**config.mk**
```make
export PLATFORM = sky130hd
export DESIGN_NAME = seq_det_sched
export DESIGN_NICKNAME = d
export VERILOG_FILES = /design/src/rtl/seq_det_sched_pkg.sv /design/src/rtl/seq_det_rr_arb.sv /design/src/rtl/seq_det_sched.sv
export SDC_FILE = /design/constraint.sdc
export NUM_CORES = 1
export LEC_CHECK = 0
export ABC_AREA = 1
export CORE_MARGIN = 2
export CORE_UTILIZATION = 45
export DETAILED_ROUTE_END_ITERATION = 6
export GPL_TIMING_DRIVEN = 0
export PLACE_DENSITY_LB_ADDON = 0.25
export SETUP_SLACK_MARGIN = 0.4
export SLEW_MARGIN = 30
export SYNTH_ARGS = -nofsm -noshare
export SYNTH_HDL_FRONTEND = slang
export SYNTH_SLANG_ARGS = --single-unit
```
**constraint.sdc**
```tcl
create_clock -name clk -period 4.71 [get_ports clk]
set_clock_uncertainty 0.2 [all_clocks]
set_input_delay 0.942 -clock clk [delete_from_list [all_inputs] [get_ports clk]]
set_output_delay 0.942 -clock clk [all_outputs]
set_load 0.01 [all_outputs]
```
**src/rtl/seq_det_sched_pkg.sv**
```systemverilog
// Shared types and default sizing for the 1011 sequence-detector scheduler.
package seq_det_sched_pkg;

  localparam int unsigned NREQ_DEF    = 4;
  localparam int unsigned FRAME_W_DEF = 8;
  localparam int unsigned CNT_W_DEF   = 4;

  typedef enum logic [2:0] {
    IDLE,
    CLR,
    SHIFT,
    DRAIN,
    DONE
  } state_e;

endpackage

```
**src/rtl/seq_det_rr_arb.sv**
```systemverilog
// Round-robin arbiter: one-hot grant from req_i, pointer advances past the winner on accept.
module seq_det_rr_arb
  import seq_det_sched_pkg::*;
#(
  parameter int unsigned NREQ = NREQ_DEF
) (
  input  logic                    clk_i,
  input  logic                    rst_ni,
  input  logic [NREQ-1:0]         req_i,
  input  logic                    accept_i,
  output logic [NREQ-1:0]         gnt_o,
  output logic [$clog2(NREQ)-1:0] gnt_idx_o,
  output logic                    valid_o
);

  localparam int unsigned IW = $clog2(NREQ);
  localparam logic [IW-1:0] LAST = IW'(NREQ - 1);

  logic [IW-1:0] ptr_q;
  logic [IW-1:0] idx;
  int unsigned   sum;

  // Scan from the pointer upward with wrap; the first requester seen wins.
  always_comb begin
    gnt_o     = '0;
    gnt_idx_o = '0;
    valid_o   = 1'b0;
    sum       = 0;
    idx       = '0;
    for (int unsigned k = 0; k < NREQ; k++) begin
      sum = 32'(ptr_q) + k;
      if (sum >= NREQ) sum = sum - NREQ;
      idx = IW'(sum);
      if (!valid_o && req_i[idx]) begin
        valid_o    = 1'b1;
        gnt_o[idx] = 1'b1;
        gnt_idx_o  = idx;
      end
    end
  end

  always_ff @(posedge clk_i or negedge rst_ni) begin
    if (!rst_ni) begin
      ptr_q <= '0;
    end else if (accept_i && valid_o) begin
      ptr_q <= (gnt_idx_o == LAST) ? '0 : gnt_idx_o + IW'(1);
    end
  end

endmodule

```
**src/rtl/seq_det_sched.sv**
```systemverilog
// Schedules requester frames serially through an external 1011 detector and counts matches.
// Optional SEQ_DET_SCHED_STICKY_EN adds per-requester sticky hit flags (hit_clr/hit_sticky).
module seq_det_sched
  import seq_det_sched_pkg::*;
#(
  parameter int unsigned NREQ    = NREQ_DEF,
  parameter int unsigned FRAME_W = FRAME_W_DEF,
  parameter int unsigned CNT_W   = CNT_W_DEF
) (
  input  logic                      clk,
  input  logic                      rst,
  input  logic [NREQ-1:0]           req,
  input  logic [NREQ*FRAME_W-1:0]   frame,
  output logic [NREQ-1:0]           gnt,
  output logic                      det_clr,
  output logic                      det_in,
  input  logic                      det_out,
  output logic                      busy,
  output logic                      done,
  output logic [$clog2(NREQ)-1:0]   done_id,
  output logic [CNT_W-1:0]          match_cnt
`ifdef SEQ_DET_SCHED_STICKY_EN
  ,
  input  logic [NREQ-1:0]           hit_clr,
  output logic [NREQ-1:0]           hit_sticky
`endif
);

  localparam int unsigned IW = $clog2(NREQ);
  localparam int unsigned BW = (FRAME_W > 1) ? $clog2(FRAME_W) : 1;
  localparam logic [BW-1:0] LAST_BIT = BW'(FRAME_W - 1);

  state_e             state_q, state_d;
  logic [FRAME_W-1:0] sr_q, sr_d;
  logic [BW-1:0]      bit_q, bit_d;
  logic [IW-1:0]      id_q, id_d;
  logic [CNT_W-1:0]   cnt_q, cnt_d, cnt_inc;
  logic [IW-1:0]      done_id_q, done_id_d;
  logic [CNT_W-1:0]   match_cnt_q, match_cnt_d;

  logic [NREQ-1:0]    arb_gnt;
  logic [IW-1:0]      arb_idx;
  logic               arb_valid;
  logic               idle;

  assign idle = (state_q == IDLE);

  seq_det_rr_arb #(
    .NREQ (NREQ)
  ) u_arb (
    .clk_i     (clk),
    .rst_ni    (rst),
    .req_i     (req),
    .accept_i  (idle),
    .gnt_o     (arb_gnt),
    .gnt_idx_o (arb_idx),
    .valid_o   (arb_valid)
  );

  // det_out lags det_in by one cycle, so DRAIN picks up the match on the last bit.
  assign cnt_inc = (det_out && (cnt_q != '1)) ? cnt_q + CNT_W'(1) : cnt_q;

  always_comb begin
    state_d     = state_q;
    sr_d        = sr_q;
    bit_d       = bit_q;
    id_d        = id_q;
    cnt_d       = cnt_q;
    done_id_d   = done_id_q;
    match_cnt_d = match_cnt_q;
    unique case (state_q)
      IDLE: begin
        if (arb_valid) begin
          sr_d    = FRAME_W'(frame >> (32'(arb_idx) * FRAME_W));
          id_d    = arb_idx;
          state_d = CLR;
        end
      end
      CLR: begin
        cnt_d   = '0;
        bit_d   = '0;
        state_d = SHIFT;
      end
      SHIFT: begin
        cnt_d = cnt_inc;
        sr_d  = sr_q << 1;
        bit_d = bit_q + BW'(1);
        if (bit_q == LAST_BIT) state_d = DRAIN;
      end
      DRAIN: begin
        cnt_d       = cnt_inc;
        done_id_d   = id_q;
        match_cnt_d = cnt_inc;
        state_d     = DONE;
      end
      DONE:    state_d = IDLE;
      default: state_d = IDLE;
    endcase
  end

  always_ff @(posedge clk or negedge rst) begin
    if (!rst) begin
      state_q     <= IDLE;
      sr_q        <= '0;
      bit_q       <= '0;
      id_q        <= '0;
      cnt_q       <= '0;
      done_id_q   <= '0;
      match_cnt_q <= '0;
    end else begin
      state_q     <= state_d;
      sr_q        <= sr_d;
      bit_q       <= bit_d;
      id_q        <= id_d;
      cnt_q       <= cnt_d;
      done_id_q   <= done_id_d;
      match_cnt_q <= match_cnt_d;
    end
  end

  // Grant is combinational from IDLE, so gate it with reset to keep it low while held.
  assign gnt       = (idle && rst) ? arb_gnt : '0;
  assign det_clr   = (state_q == CLR);
  assign det_in    = (state_q == SHIFT) && sr_q[FRAME_W-1];
  assign busy      = !idle;
  assign done      = (state_q == DONE);
  assign done_id   = done_id_q;
  assign match_cnt = match_cnt_q;

`ifdef SEQ_DET_SCHED_STICKY_EN
  logic [NREQ-1:0] sticky_q, sticky_d;

  always_comb begin
    sticky_d = sticky_q & ~hit_clr;
    if (done && (match_cnt_q != '0)) sticky_d[done_id_q] = 1'b1;
  end

  always_ff @(posedge clk or negedge rst) begin
    if (!rst) sticky_q <= '0;
    else      sticky_q <= sticky_d;
  end

  assign hit_sticky = sticky_q;
`endif

endmodule

```
=== Word level (Yosys, flattened, before mapping) ===
Cells that the tools add are included.
Widths: inputs -> output; s select.

* Register bits: 28
* Input bits: 39
* Output and inout bits: 14

* Add/subtract/negate cells: 10
* Order comparisons: 12
* Equality and inequality tests: 9
* Shift operators: 1
* Mux-type cells: 42
* Bitwise gates (word level): 3
* Reduce and logical (&&, ||, !) cells: 23

{| class="wikitable"
|+ Operators with widths
! cell !! count
|-
| $shr 32x5->8 || 1
|-
| $mux 4 || 6
|-
| $mux 2 || 9
|-
| $pmux 8 s2 || 1
|-
| $lt 2x3->1 const B || 4
|-
| $mux 1 || 12
|-
| $or 4x4->4 || 3
|-
| $pmux 3 s4 || 1
|-
| $logic_and 1x1->1 || 11
|-
| $ge 3x3->1 const B || 3
|-
| $bmux 1 s2 || 4
|-
| $demux 1 s2 || 4
|-
| $ge 2x1->1 const B || 4
|-
| $mux 8 || 1
|-
| $pmux 4 s2 || 1
|-
| $sub 2x1->2 const B || 4
|-
| $add 2x2->3 const B || 2
|-
| $eq 3x2->1 const B || 2
|-
| $eq 3x3->1 const B || 2
|-
| $mux 3 || 2
|-
| $pmux 3 s2 || 1
|-
| $reduce_and 2->1 || 3
|-
| $reduce_bool 2->1 || 3
|-
| $add 4x1->4 const B || 1
|-
| other kinds (12) || 15
|}

=== Logic depth before layout (Yosys ltp) ===
Gate-level depths: netlist of the first run.

* Depth in word-level cells: 17
* Depth in mapped cells: 13

=== Hierarchy ===
From an unflattened synthesis of the first run, not the netlist that was laid out.

* Cells, all modules: 300
* Area total of the unflattened synthesis: 2,164.6 um^2

{| class="wikitable"
|+ By module, submodules not included
! module !! times used !! cells an instance !! area each (um^2) !! seq. area each (um^2)
|-
| seq_det_sched || 1 || 213 || 1,581.5 || 650.6
|-
| seq_det_rr_arb || 1 || 87 || 583.1 || 50.0
|}

=== Least setup slack after synthesis of the first run ===
No wires, ideal clock.

* Kind: input to output
* Start point: input port req[3]
* End point: output port gnt[0]
* Arrival time: 1,824 ps
* Required time: 3,568 ps
* Path slack: 1,744 ps
* Stages on the path: 11
* Buffers on the path: 0
* Cell sequence: inv_1 -> nand2_1 -> nand2_1 -> nand2_1 -> nand2_2 -> nand3_1 -> nor2_1 -> nand2_1 -> nand3_1 -> nand2_1 -> inv_1

* Longest elaborated chain between the ends: 13

{| class="wikitable"
|+ RTL lines
! item !! RTL line !! source
|-
| start: declaration || seq_det_sched.sv:12 || <nowiki>input logic [NREQ-1:0] req,</nowiki>
|-
| $bmux 1 s2 || seq_det_rr_arb.sv:34 || <nowiki>if (!valid_o && req_i[idx]) begin</nowiki>
|-
| $mux 1 (not written as such) || seq_det_rr_arb.sv:34 ||
|-
| $mux 1 || seq_det_rr_arb.sv:34 ||
|-
| $logic_not 1->1 || seq_det_rr_arb.sv:34 ||
|-
| $logic_and 1x1->1 || seq_det_rr_arb.sv:34 ||
|-
| $mux 1 || seq_det_rr_arb.sv:34 ||
|-
| $logic_not 1->1 || seq_det_rr_arb.sv:34 ||
|-
| $logic_and 1x1->1 || seq_det_rr_arb.sv:34 ||
|-
| $mux 1 || seq_det_rr_arb.sv:34 ||
|-
| $logic_not 1->1 || seq_det_rr_arb.sv:34 ||
|-
| $logic_and 1x1->1 || seq_det_rr_arb.sv:34 ||
|-
| $mux 4 * || seq_det_rr_arb.sv:34 ||
|-
| $mux 4 * || seq_det_sched.sv:122 || <nowiki>assign gnt = (idle && rst) ? arb_gnt : '0;</nowiki>
|-
| end: declaration || seq_det_sched.sv:14 || <nowiki>output logic [NREQ-1:0] gnt,</nowiki>
|}

Every way passes the cells marked *; elsewhere a longest branch is shown, timed or not. The select of a mux whose other input is x is not followed.

=== Worst setup path after layout of the first run ===
Ends and elaborated chain as after synthesis.

==> results of run 1 <==
## cells in the mapped netlist
library cell / instances / area, um^2
or2_2: 3 / 18.8
o32ai_1: 1 / 8.76
o21ai_1: 2 / 10.0
nand3_4: 1 / 17.5
a22o_1: 2 / 17.5
nor2_4: 2 / 22.5
inv_2: 3 / 11.3
o21ai_0: 15 / 75.1
nand2_4: 2 / 22.5
a21oi_1: 3 / 15.0
nand3_2: 3 / 30.0
a21boi_0: 1 / 7.51
buf_6: 1 / 11.3
nand4_1: 3 / 18.8
or2_0: 4 / 25.0
nand3_1: 43 / 215
nand2_2: 6 / 37.5
clkbuf_1: 2 / 7.51
nor2_2: 2 / 12.5
o22ai_1: 8 / 50.1
a22oi_1: 4 / 30.0
inv_1: 65 / 244
nand2_1: 69 / 259
xor2_1: 3 / 26.3
nor2_1: 14 / 52.6
nor3_1: 2 / 10.0
dfrtp_1: 28 / 701
buf_4: 1 / 7.51
ha_1: 11 / 138
## registers in the layout, indices dropped and copies added (netlist names)
name / count
cnt_q: 4
bit_q: 3
state_q: 3
match_cnt: 4
sr_q: 8
done_id: 2
u_arb.ptr_q: 2
id_q: 2
## how the worst min path moves through the flow
| stage | startpoint | to | cells after the start |
|---|---|---|---|
| 2_1_floorplan | id_q[0] | done_id[0] | 2 |
| 3_3_place_gp | done_id[0] | done_id[0] | 2 |
| 3_5_place_dp | done_id[0] | done_id[0] | 2 |
| 4_1_cts | done_id[0] | done_id[0] | 2 |
| 5_1_grt | done_id[0] | done_id[0] | 2 |
| 6_report | done_id[0] | done_id[0] | 2 |
## critical path, delay by kind of cell
family	cells	cell delay, ns
buffers and inverters	5	1.13
AND/OR/NAND/NOR	8	0.88
## routing by layer
metal / vias up / share of wire (%) / wire (um)
li1: 1069 / - / -
met1: 895 / 50 / 2180
met2: 41 / 45 / 1960
met3: 5 / 4.2 / 185
met4: 0 / 1.2 / 54
met5: - / 0 / 0
## per-stage QoR
step           hold WS, ns  cell area (um^2)  setup WS [ns]  total power [uW]
2_1_floorplan        0.249              2100           1.74              1390
3_3_place_gp         0.256              2690          0.211              1710
3_5_place_dp         0.258              2680          0.612              1740
4_1_cts              0.281              2740          0.577              1890
5_1_grt              0.304              2740          0.421              2100
6_report             0.273              2740          0.602              1870
## logic make-up after synthesis
logic type                 share of synthesized area (%)
buffers and inverters                               13.4
xor gates and xnor gates                            1.25
and+or+nand+nor                                     35.3
DFF                                                 33.3
AOI/OAI and AO/OA                                   10.2
adders and majority gates                           6.55
## power by group
part           internal (uW)  switching (uW)
registers                357            77.7
logic                    502             791
clock network           74.9            70.7
## layout make-up
type | count | share of cell area, %
Inverter | 68 | 9.32
Buffer | 4 | 0.959
Multi-Input combinational cell | 204 | 40.9
Tap cell | 52 | 2.38
Clock buffer | 4 | 2.01
Timing Repair Buffer | 52 | 18.8
Sequential cell | 28 | 25.6
==> impl_results.md, run 1 <==
- Status: finished, final reports clean
- Initial antenna violation count: 0
- Chip width: 72.3 um
- Slowest-stage cell, CP: clkdlybuf4s50_1
- Final setup viols: 0
- Vias in the first global route: 1,820
- Drt pass-1 iters: 4
- GRT Overall Usage: 18.1%
- Crit path DAT: 2.97 ns
- Hold crit path type: flop to flop
- Fillers: 440
- Die area: 0.00523 mm^2
- Max-Cap Viols: 0
- Core Region: 0.00441 mm^2
- Register bit total from synthesis: 28
- Final net count: 411
- Most Crowded Layer GR: met2
- Period utilization: 87.2%
- Worst R2R End: u_arb.ptr_q[1]
- Diodes inserted: 0
- Most frequent cells in the layout: 69 x nand2_1, 65 x inv_1, 51 x clkdlybuf4s50_1
- RR Startpoint: u_arb.ptr_q[1]
- Worst vdd ir: 422 uV
- Post-CTS Hold Fix Bufs: 0
- Net count after synthesis: 354
- Period minus WS final: 4.11 ns
- WL/cell: 10.6 um
- GR Overflow Total: 0
- Most frequent cell on the critical path: nand2_1
- Biggest cell delay along the critical path: 0.52 ns
- Max-slew violation count: 0
- Final Hold Viols: 0
- Placed Cells: 408
- Post-cts resize count: 0
- First-pass GRT wire length: 7760 um
- Multi-input logic area: 0.00112 mm^2
- CP endpoint kind: primary output
- Worst-case clock buffer depth: 2
- GRT met2 Usage: 30.1%
- CP Launch Type: input pin
- DRT Wirelength: 4380 um
- DR vias: 2,010
- Worst path cell trace: clkdlybuf4s50_1 > inv_1 > nand2_1 > nand3_2 > nand2_4 > inv_2 > nand3_1 > nor2_1 > nand2_1 > nand3_1 > nand2_1 > inv_1 > clkdlybuf4s50_1
- Layout Cells excl Fill: 412
- Post-CTS setup buffers: 0
- Most common cell after layout, fill and taps aside: nand2_1
- Unrepaired setup endpoints after global routing: false
- ANT nets after route: 0
- Setup crit end: gnt[0]
- Ys Warns: 0
- M1 GR Usage: 25.2%
- Routability cong.: 0.809
- Power Density: 684 mW/mm^2
- DRC: 0
- Worst-path maximum fanout: 8
- Largest net degree at the start of global routing: 30
- HPWL after DPL: 3550 um
- Sink Count: 28
- Met3 GRT Util: 1.67%
- Root buffer cell: clkbuf_8
- Vias per cell: 4.88
- Leak: 0.00143 uW
- Worst reg2reg path depth: 12
- Clock Pin Slew Worst Setup and Hold Paths: 0.09 ns
- Register area share after synthesis: 33.3%
- FMAX: 0.243 GHz
- Max-Slew Margin vs Limit: 58.6%
- WS Path Type: input pin to primary output
- Worst setup path startpoint: req[3]
- Area growth from synthesis to layout: 30.3%
- Share of cells above drive strength 1: 8.33%
- Number of buffers created by CTS: 3
- Critical Path RT: 3.57 ns
- Worst-margin pin slew: 0.621 ns
- Skew-Pair Late Insertion Delay: 0.27 ns
- Layout Utilization: 62.0%
- CTS tree: yes
- Drt first-iter violations: 92
- CTS H-Tree Depth: 1
- Synth cell types: 29
- Gate Count Post-Synth: 304
- Initial Utilization: 47.6%
- Io pins: 53
- Syn Std Cell Area: 0.00210 mm^2
- Seq. cell area: 702 um^2
- Setup_tns: 0 ns
- # rows: 24
- Die H: 72.3 um
- Worst reg-to-reg setup slack: 1.84 ns
- Syn avg cell area: 6.91 um^2
- Port Buffers: 52
(Power assumes the default switching activity.)
==> run 2, diff against run 1 <==
- SLEW_MARGIN: 30 -> 20
==> results of run 2 <==
No change in the layout: final DEF, timing and power equal those of run 1.
==> run 3, diff against run 2 <==
- CAP_MARGIN: unset -> 20
- clock period: 4.71 -> 4.6 ns (I/O delays scaled with it)
==> run 3 against run 2 <==
Against the previous run:
- non-clock buffer count unchanged
- highest routed layer unchanged
- register-to-register slack gained 0.02 ns
- sequential share of layout area is essentially flat
- cell area grew 0.14%
- clock power about the same
- critical path type unchanged
- critical endpoint is now gnt[2]
- combinational power up 3%
- setup slack worse by 0.039 ns
==> impl_results.md, run 3 (same netlist as run 1, synthesis figures left out) <==
- Setup_tns: 0 ns
- Most common cell after layout, fill and taps aside: nand2_1
- Chip width: 72.3 um
- Largest Register: sr_q
- First-pass GRT wire length: 7760 um
- Critical Path RT: 3.48 ns
- Worst-path maximum fanout: 8
- Post-CTS setup buffers: 0
- Placed Cells: 408
- GRT Overall Usage: 18.1%
- Seq. cell area: 703 um^2
- Period minus WS final: 4.04 ns
- Core Region: 0.00441 mm^2
- Final setup viols: 0
- Clock Pin Slew Worst Setup and Hold Paths: 0.09 ns
- Vias per cell: 4.88
- DRT Wirelength: 4430 um
- DRC: 0
- Final Power: 1930 uW
- Drt first-iter violations: 84
- CTS tree: yes
- Fillers: 443
- WS Path Type: input pin to primary output
- GR Overflow Total: 0
- Leak: 0.00143 uW
- Area growth from synthesis to layout: 30.5%
- Die H: 72.3 um
- Period utilization: 87.8%
- Port Buffers: 52
- Status: finished, final reports clean
- Most frequent cells in the layout: 69 x nand2_1, 65 x inv_1, 51 x clkdlybuf4s50_1
- Initial antenna violation count: 0
- Worst-case clock buffer depth: 2
- Max-Cap Viols: 0
- CTS H-Tree Depth: 1
- Sink Count: 28
- Largest net degree at the start of global routing: 30
- DR vias: 2,010
- Share of cells above drive strength 1: 8.89%
- Final Hold Viols: 0
- Initial Utilization: 47.6%
- Root buffer cell: clkbuf_8
- CP Launch Type: input pin
- Worst-margin pin slew: 0.621 ns
- Max-slew violation count: 0
- Vias in the first global route: 1,820
- Multi-input logic area: 0.00112 mm^2
- FMAX: 0.248 GHz
- Dpl ws: 0.546 ns
- Die area: 0.00523 mm^2
- Unrepaired setup endpoints after global routing: false
- Crit path DAT: 2.92 ns
- Hold crit path type: flop to flop
- Io pins: 53
- Routability cong.: 0.809
- Skew-Pair Late Insertion Delay: 0.27 ns
- Power Density: 703 mW/mm^2
- Diodes inserted: 0
- CP endpoint kind: primary output
- WL/cell: 10.7 um
- Max-Slew Margin vs Limit: 58.6%
- ANT nets after route: 0
- Number of buffers created by CTS: 3
- Post-route setup slack: 0.563 ns
- Drt pass-1 iters: 4
- HPWL after DPL: 3550 um
- Final net count: 411
- Max FFs per register: 8
- # rows: 24
- Layout Cells excl Fill: 412
- Worst vdd ir: 431 uV
==> run 3: cell count changes in the layout (fill, tap and decap cells not counted) <==
cell,previous run,this run
nor2_2,2,3
dfrtp_2,1,2
dfrtp_1,27,26
nor2_1,14,13
==> run 3: metal layers <==
metal  up-vias  routed length [um]  global-route usage, %
li1       1069                   -                      -
met1       895                2220                   25.2
met2        41                1980                   30.1
met3         5                 169                   1.67
met4         0                  54                   5.03
met5         -                   0                      0
==> run 3: worst paths after layout <==
kind | from | endpoint | slack [ns] | cells past startpoint
max | req[3] | gnt[2] | 0.56 | 11
min | done_id[0] | done_id[0] | 0.27 | 2
max reg2reg | u_arb.ptr_q[0] | u_arb.ptr_q[1] | 1.86 | 12
min reg2reg | done_id[0] | done_id[0] | 0.27 | 2
max in group asynchronous | rst | u_arb.ptr_q[0] | 3.31 | 1
min in group asynchronous | rst | state_q[2] | 0.45 | 1
==> run 3: critical path, cell delays in order <==
cell             delay, ns
clkdlybuf4s50_1       0.43
inv_1                 0.06
nand2_1               0.09
nand3_2               0.12
nand2_4               0.10
nor2_4                0.23
nand3_1               0.17
nor2_1                0.12
o21ai_0               0.09
inv_1                 0.06
clkdlybuf4s50_1       0.52
==> run 3: cell type report <==
class	count	share of cell area (%)
tap	52	2.37
timing repair buffer	52	18.8
inverter	68	9.31
buffer	4	0.958
clock buffer	4	2.01
sequential	28	25.6
multi-input combinational	204	40.9
==> run 3: per-stage QoR <==
stage,instance area [um^2],hold WS (ns),util [%]
finish,2740,0.273,62.1
detailed placement,2680,0.258,60.8
floorplan,2100,0.249,-
global placement,2690,0.256,60.9
global route,2740,0.304,62.1
CTS,2740,0.281,62.0
==> run 3: report_power, final <==
group	switching, uW	internal [uW]	leakage [uW]
Clock	72.4	76.6	0.0000288
Combinational	817	516	0.00106
Sequential	80.4	367	0.000349
==> run 3: what timing repair did <==
item,in CTS,in global routing
endpoints found under the setup margin,0,4
resized for setup,0,3
hold buffers,0,0
endpoints found under the hold margin,0,0
